===== src/rtl/imm_gen_pipe_if.sv =====
// ---------------------------------------------------------------------------
// imm_gen_pipe_if : decode-side and execute-side handshake bundle
// Rev 1.0
// ---------------------------------------------------------------------------
`default_nettype none

interface imm_gen_pipe_if #(
  parameter int XLEN  = 32,
  parameter int TAG_W = 5
);
  logic [31:0]      instr_in;
  logic [2:0]       imm_src_in;
  logic [TAG_W-1:0] tag_in;
  logic             in_valid;
  logic             in_ready;
  logic             flush;
  logic [XLEN-1:0]  ext_imm_out;
  logic [TAG_W-1:0] tag_out;
  logic             illegal_out;
  logic             out_valid;
  logic             out_ready;

  modport master (
    output instr_in, imm_src_in, tag_in, in_valid, flush, out_ready,
    input  in_ready, ext_imm_out, tag_out, illegal_out, out_valid
  );

  modport slave (
    input  instr_in, imm_src_in, tag_in, in_valid, flush, out_ready,
    output in_ready, ext_imm_out, tag_out, illegal_out, out_valid
  );
endinterface

`default_nettype wire


===== src/rtl/imm_gen_pipe.sv =====
// ---------------------------------------------------------------------------
// imm_gen_pipe : registered immediate generator behind a two-entry skid buffer
// Rev 1.0
// ---------------------------------------------------------------------------
`default_nettype none

module imm_gen_pipe #(
  parameter int XLEN  = 32,
  parameter int TAG_W = 5
) (
  input wire           clk,
  input wire           rst_n,
  imm_gen_pipe_if.slave bus
);

  localparam logic [1:0] c_st_empty = 2'd0;
  localparam logic [1:0] c_st_one   = 2'd1;
  localparam logic [1:0] c_st_full  = 2'd2;

  logic [1:0]       r_state;
  logic [1:0]       w_next;
  logic             w_in_ready;
  logic             w_out_valid;
  logic             w_in_fire;
  logic             w_out_fire;
  logic             w_main_ld;
  logic             w_main_sel_skid;
  logic             w_skid_ld;

  logic [63:0]      w_imm64;
  logic [XLEN-1:0]  w_imm;
  logic             w_ill;
  logic             w_s;
  logic [31:0]      w_i;

  logic [XLEN-1:0]  r_main_imm;
  logic [TAG_W-1:0] r_main_tag;
  logic             r_main_ill;
  logic [XLEN-1:0]  r_skid_imm;
  logic [TAG_W-1:0] r_skid_tag;
  logic             r_skid_ill;
  logic             w_unused_ok;

  assign w_i         = bus.instr_in;
  assign w_s         = w_i[31];
  assign w_unused_ok = ^w_i[6:0];

  // Decode at full 64-bit width, then keep the low XLEN bits.
  always_comb begin
    w_imm64 = '0;
    case (bus.imm_src_in)
      3'b001:  w_imm64 = {{52{w_s}}, w_i[31:25], w_i[11:7]};
      3'b010:  w_imm64 = {{51{w_s}}, w_i[31], w_i[7], w_i[30:25], w_i[11:8], 1'b0};
      3'b011:  w_imm64 = {{43{w_s}}, w_i[31], w_i[19:12], w_i[20], w_i[30:21], 1'b0};
      3'b100:  w_imm64 = {{32{w_s}}, w_i[31:12], 12'b0};
      3'b101:  w_imm64 = (XLEN == 64) ? {58'b0, w_i[25:20]} : {59'b0, w_i[24:20]};
      3'b110:  w_imm64 = {59'b0, w_i[19:15]};
      default: w_imm64 = {{52{w_s}}, w_i[31:20]};
    endcase
  end

  assign w_imm = w_imm64[XLEN-1:0];
  assign w_ill = (bus.imm_src_in == 3'b111);

  assign w_out_valid = (r_state != c_st_empty);
  assign w_in_ready  = (r_state != c_st_full);
  assign w_in_fire   = bus.in_valid & w_in_ready & ~bus.flush;
  assign w_out_fire  = w_out_valid & bus.out_ready;

  always_ff @(posedge clk or negedge rst_n) begin
    if (!rst_n) r_state <= c_st_empty;
    else        r_state <= w_next;
  end

  always_comb begin
    w_next = r_state;
    if (bus.flush) begin
      w_next = c_st_empty;
    end else begin
      case (r_state)
        c_st_empty: if (w_in_fire) w_next = c_st_one;
        c_st_one: begin
          if (w_in_fire && !w_out_fire)      w_next = c_st_full;
          else if (!w_in_fire && w_out_fire) w_next = c_st_empty;
        end
        c_st_full:  if (w_out_fire) w_next = c_st_one;
        default:    w_next = c_st_empty;
      endcase
    end
  end

  // Load strobes; an input beat is never taken in a flush cycle.
  always_comb begin
    w_main_ld       = 1'b0;
    w_main_sel_skid = 1'b0;
    w_skid_ld       = 1'b0;
    case (r_state)
      c_st_empty: w_main_ld = w_in_fire;
      c_st_one: begin
        w_main_ld = w_in_fire & w_out_fire;
        w_skid_ld = w_in_fire & ~w_out_fire;
      end
      c_st_full: begin
        w_main_ld       = w_out_fire & ~bus.flush;
        w_main_sel_skid = 1'b1;
      end
      default: w_main_ld = 1'b0;
    endcase
  end

  always_ff @(posedge clk or negedge rst_n) begin
    if (!rst_n) begin
      r_main_imm <= '0;
      r_main_tag <= '0;
      r_main_ill <= 1'b0;
      r_skid_imm <= '0;
      r_skid_tag <= '0;
      r_skid_ill <= 1'b0;
    end else begin
      if (w_main_ld) begin
        if (w_main_sel_skid) begin
          r_main_imm <= r_skid_imm;
          r_main_tag <= r_skid_tag;
          r_main_ill <= r_skid_ill;
        end else begin
          r_main_imm <= w_imm;
          r_main_tag <= bus.tag_in;
          r_main_ill <= w_ill;
        end
      end
      if (w_skid_ld) begin
        r_skid_imm <= w_imm;
        r_skid_tag <= bus.tag_in;
        r_skid_ill <= w_ill;
      end
    end
  end

  assign bus.in_ready    = w_in_ready;
  assign bus.out_valid   = w_out_valid;
  assign bus.ext_imm_out = r_main_imm;
  assign bus.tag_out     = r_main_tag;
  assign bus.illegal_out = r_main_ill;

endmodule

`default_nettype wire


===== src/flat_wrapper.sv =====
// flat-port wrapper written by rule: the top's interface ports become plain ports
module imm_gen_pipe_flat 
#(
  parameter int XLEN  = 32,
  parameter int TAG_W = 5
)
  (clk, rst_n, bus_instr_in, bus_imm_src_in, bus_tag_in, bus_in_valid, bus_flush, bus_out_ready, bus_in_ready, bus_ext_imm_out, bus_tag_out, bus_illegal_out, bus_out_valid);
  imm_gen_pipe_if #(.XLEN(XLEN), .TAG_W(TAG_W)) bus_i ();
  input wire clk;
  input wire rst_n;
  input wire logic [$bits(bus_i.instr_in)-1:0] bus_instr_in;
  input wire logic [$bits(bus_i.imm_src_in)-1:0] bus_imm_src_in;
  input wire logic [$bits(bus_i.tag_in)-1:0] bus_tag_in;
  input wire logic [$bits(bus_i.in_valid)-1:0] bus_in_valid;
  input wire logic [$bits(bus_i.flush)-1:0] bus_flush;
  input wire logic [$bits(bus_i.out_ready)-1:0] bus_out_ready;
  output wire logic [$bits(bus_i.in_ready)-1:0] bus_in_ready;
  output wire logic [$bits(bus_i.ext_imm_out)-1:0] bus_ext_imm_out;
  output wire logic [$bits(bus_i.tag_out)-1:0] bus_tag_out;
  output wire logic [$bits(bus_i.illegal_out)-1:0] bus_illegal_out;
  output wire logic [$bits(bus_i.out_valid)-1:0] bus_out_valid;
  assign bus_i.instr_in = bus_instr_in;
  assign bus_i.imm_src_in = bus_imm_src_in;
  assign bus_i.tag_in = bus_tag_in;
  assign bus_i.in_valid = bus_in_valid;
  assign bus_i.flush = bus_flush;
  assign bus_i.out_ready = bus_out_ready;
  assign bus_in_ready = bus_i.in_ready;
  assign bus_ext_imm_out = bus_i.ext_imm_out;
  assign bus_tag_out = bus_i.tag_out;
  assign bus_illegal_out = bus_i.illegal_out;
  assign bus_out_valid = bus_i.out_valid;
  imm_gen_pipe #(.XLEN(XLEN), .TAG_W(TAG_W)) u_core (.clk(clk), .rst_n(rst_n), .bus(bus_i));
endmodule

===== config.mk =====
export PLATFORM = sky130hd
export DESIGN_NAME = imm_gen_pipe_flat
export DESIGN_NICKNAME = d
export VERILOG_FILES = /design/src/rtl/imm_gen_pipe_if.sv /design/src/rtl/imm_gen_pipe.sv /design/src/flat_wrapper.sv
export SDC_FILE = /design/constraint.sdc
export NUM_CORES = 1
export LEC_CHECK = 0
export ABC_CLOCK_PERIOD_IN_PS = 3400
export CORE_MARGIN = 4
export CORE_UTILIZATION = 52
export DETAILED_ROUTE_END_ITERATION = 7
export PLACE_DENSITY = 0.79
export REMOVE_ABC_BUFFERS = 1
export SETUP_SLACK_MARGIN = 0.3
export SLEW_MARGIN = 10
export SYNTH_ARGS = -nofsm -noshare
export SYNTH_HDL_FRONTEND = slang
export SYNTH_SLANG_ARGS = --single-unit

===== constraint.sdc =====
create_clock -name clk -period 3.4 [get_ports clk]
set_input_delay 1.02 -clock clk [delete_from_list [all_inputs] [get_ports clk]]
set_output_delay 1.02 -clock clk [all_outputs]
set_load 0.03 [all_outputs]

==> results.py <==
metrics = {
    "clock_tree": {
        "cts_tree": "built",
        "cts_resized": 0,
        "cts.sink_count": 78,
        "ctsHoldBuffers": 0,
        "cts_root_buffer": "clkbuf_8",
        "numCtsBuffers": 9,
        "h-tree-depth": 3,
        "clockBufferDepth": 2,
        "post_cts_buffers": 0,
        "clk_pin_slew_ns": 0.07,
        "insertion_delay_ns": 0.35,
    },
    "power": {
        "switching_power_mw": 1.22,
        "power_density_nw_per_um2": 652,
        "intPower_mw": 2.11,
        "comb_power_share": 0.360,
        "power_frac_clock": 0.204,
        "p_leak_nw": 2.14,
        "netSwitchingFraction": 0.366,
        "peakVddDrop_v": 0.000328,
        "pwr-share-seq": 0.436,
    },
    "yosys": {
        "synthAdderAreaFrac": 0.0153,
        "yosys_warnings": 0,
        "postSynthAreaPerCell_sq_um": 9.24,
        "synth-simple-area-share": 0.179,
        "syn-cell-area_sq_um": 4090,
        "muxShareOfSynthArea": 0.0486,
        "synthCells": 443,
        "synth_compound_area_frac": 0.228,
        "ys_ff_latch": 78,
        "synth_top_family_by_area": "compound AO/OA/AOI/OAI gates",
        "seq_area_frac_synth": 0.477,
        "synth_xor_area_frac": 0.00214,
        "synth_cell_types": 37,
    },
    "cells_and_area": {
        "utilization": 0.664,
        "n_antenna_cell": 0,
        "area_growth_pct": 24.7,
        "finalNetCount": 558,
        "fillers": 636,
        "fin_area_sq_um": 5100,
        "drive_above_1_share": 0.105,
    },
    "placed_design": {
        "port_buffers": 77,
        "placed_cell_area_sq_um": 4920,
        "place_congestion": 0.846,
        "dp.final_hpwl_um": 6770,
    },
    "grt": {
        "grt_pass1_wl_um": 17000,
        "antenna_found_initial": 0,
        "grt_pass1_vias": 3535,
        "grtUsageMet1": 0.291,
        "grt_overflow": 0,
        "grt_usage": 0.220,
        "grt_max_degree": 79,
        "met2_usage": 0.364,
        "busiest_layer": "met2",
        "use_met3": 0.0360,
    },
    "die": {
        "core_area_sq_um": 7690,
        "pin_count": 85,
        "dieWidth_um": 96.7,
        "dieArea_sq_um": 9350,
        "initial_core_util": 0.532,
        "die_h_um": 96.7,
        "fp-row-count": 32,
    },
    "setup_path": {
        "cp.arrival_ns": 1.82,
        "cp_max_fo": 3,
        "cp.required_ns": 2.38,
        "end_kind": "output pin",
        "startpoint_type": "register",
        "reg2regPathDepth": 7,
        "worstSetupPathType": "register to output pin",
    },
    "drt": {
        "detail_route.first_pass.iterations": 6,
        "drtIter0Drc": 281,
        "wire_per_inst_um": 16.4,
        "routed_via_density": 5.75,
        "ant_nets": 0,
        "finalWirelength_um": 10100,
        "via_count": 3530,
        "drc": 0,
    },
    "sta": {
        "clock.fmax_mhz": 352,
        "whs_ns": 0.477,
        "fin_worst_skew_ns": 0.00897,
        "tightest_slew_ns": 1.14,
        "post-route-period-util": 0.836,
        "hold_violations": 0,
        "drv_slew": 0,
        "setup_violations": 0,
        "finalCriticalPeriod_ns": 2.84,
        "max_slew_margin": 0.240,
        "rsz0062_at_grt": "false",
    },
    "hold_path": {
        "hp-class": "register to register",
        "worstHoldPathCells": 2,
    },
    "flow_run": {
        "cap_violations": 0,
    },
    "run_status": {
        "status": "completed",
    },
}
final timing paths:
check                                              to  slack (ns)             startpoint
min in group asynchronous  u_core.bus.ext_imm_out[12]        0.82                  rst_n
setup reg to reg           u_core.bus.ext_imm_out[17]        0.71      u_core.r_state[0]
max in group asynchronous       u_core.bus.tag_out[1]        1.92                  rst_n
hold reg to reg                 u_core.r_skid_imm[24]        0.48  u_core.r_skid_imm[24]
hold / removal                  u_core.r_skid_imm[24]        0.48  u_core.r_skid_imm[24]
setup / recovery                         bus_in_ready        0.56      u_core.r_state[0]
layout make-up:
cell class / count / area, sq um / share of cell area
Clock inverter: 6 / 63.8 / 0.0125
Multi-Input combinational cell: 325 / 1940 / 0.381
Tap cell: 102 / 128 / 0.0250
Sequential cell: 78 / 1950 / 0.382
Timing Repair Buffer: 90 / 878 / 0.172
Clock buffer: 9 / 124 / 0.0243
Inverter: 4 / 15.0 / 0.00294
layout by cell type, fill, tap and decap left out, drive strengths merged, types with 10 or more instances in the layout:
master	synthesis	final
dfrtp	78	78
o211ai	19	19
clkdlybuf4s50	0	76
a211oi	13	13
buf	20	14
a21oi	37	37
nand2b	17	17
nor3	10	10
o21ai	62	62
mux2i	12	12
nand2	88	88
nand3	19	19
power groups by stage:
stage	Sequential [mW]	Clock [mW]	Combinational [mW]
after floorplan	1.69	0	0.434
after global placement	1.44	0	1.17
after detailed placement	1.46	0	1.21
after CTS	1.45	0.693	1.21
after global routing	1.49	0.732	1.31
final	1.45	0.679	1.20
state kept, by name, indices dropped and copies added, names as in the netlist:
register	flops
u_core.bus.ext_imm_out	32
u_core.bus.illegal_out	1
u_core.bus.tag_out	5
u_core.r_skid_ill	1
u_core.r_skid_imm	32
u_core.r_skid_tag	5
u_core.r_state	2
metal layers:
metal,wire length (um),vias to the layer above
met5,0,-
met4,195,0
met3,470,18
met2,5010,99
met1,4400,1715
li1,-,1698
cell usage after synthesis, drive strengths merged:
library cell | count | area (sq um)
and2 | 1 | 6.26
nand4bb | 1 | 11.3
dfrtp | 78 | 1950
buf | 20 | 131
o21ai | 62 | 310
xor2 | 1 | 8.76
nor4bb | 1 | 10.0
or3 | 1 | 6.26
nor3b | 1 | 7.51
o221ai | 5 | 43.8
nand2b | 17 | 121
a211oi | 13 | 97.6
nor2 | 5 | 18.8
mux2i | 12 | 120
a21bo | 1 | 10.0
o211ai | 19 | 193
a22oi | 1 | 7.51
nand3b | 8 | 60.1
nand4b | 1 | 8.76
inv | 4 | 15.0
nor3 | 10 | 50.1
mux2 | 7 | 78.8
a2111oi | 1 | 27.5
a2111o | 1 | 11.3
clkbuf | 16 | 60.1
or2 | 1 | 6.26
nand2 | 88 | 330
nand3 | 19 | 95.1
ha | 5 | 62.6
a21oi | 37 | 185
o21a | 6 | 45.0
cell families after synthesis:
logic type / Yosys count
flops: 78
simple gates: 154
fa+ha+maj: 5
compound gates: 146
buf+inv: 40
mux: 19
xor+xnor: 1
stage by stage:
stage	setup slack [ns]	TNS (ns)	power (mW)	std cells
after detailed placement	0.297	0	2.67	599
final	0.556	0	3.33	614
after CTS	0.548	0	3.35	614
after global placement	0.384	0	2.61	599
after global routing	0.457	0	3.52	614
after floorplan	-0.292	-6.78	2.13	407
worst max-delay path: stages (launching register included):
cell	delay (ns)
dfrtp_1	0.38
inv_1	0.09
ha_2	0.20
inv_1	0.11
clkdlybuf4s50_1	0.69
No activity file was read; power rests on OpenSTA's default activity.
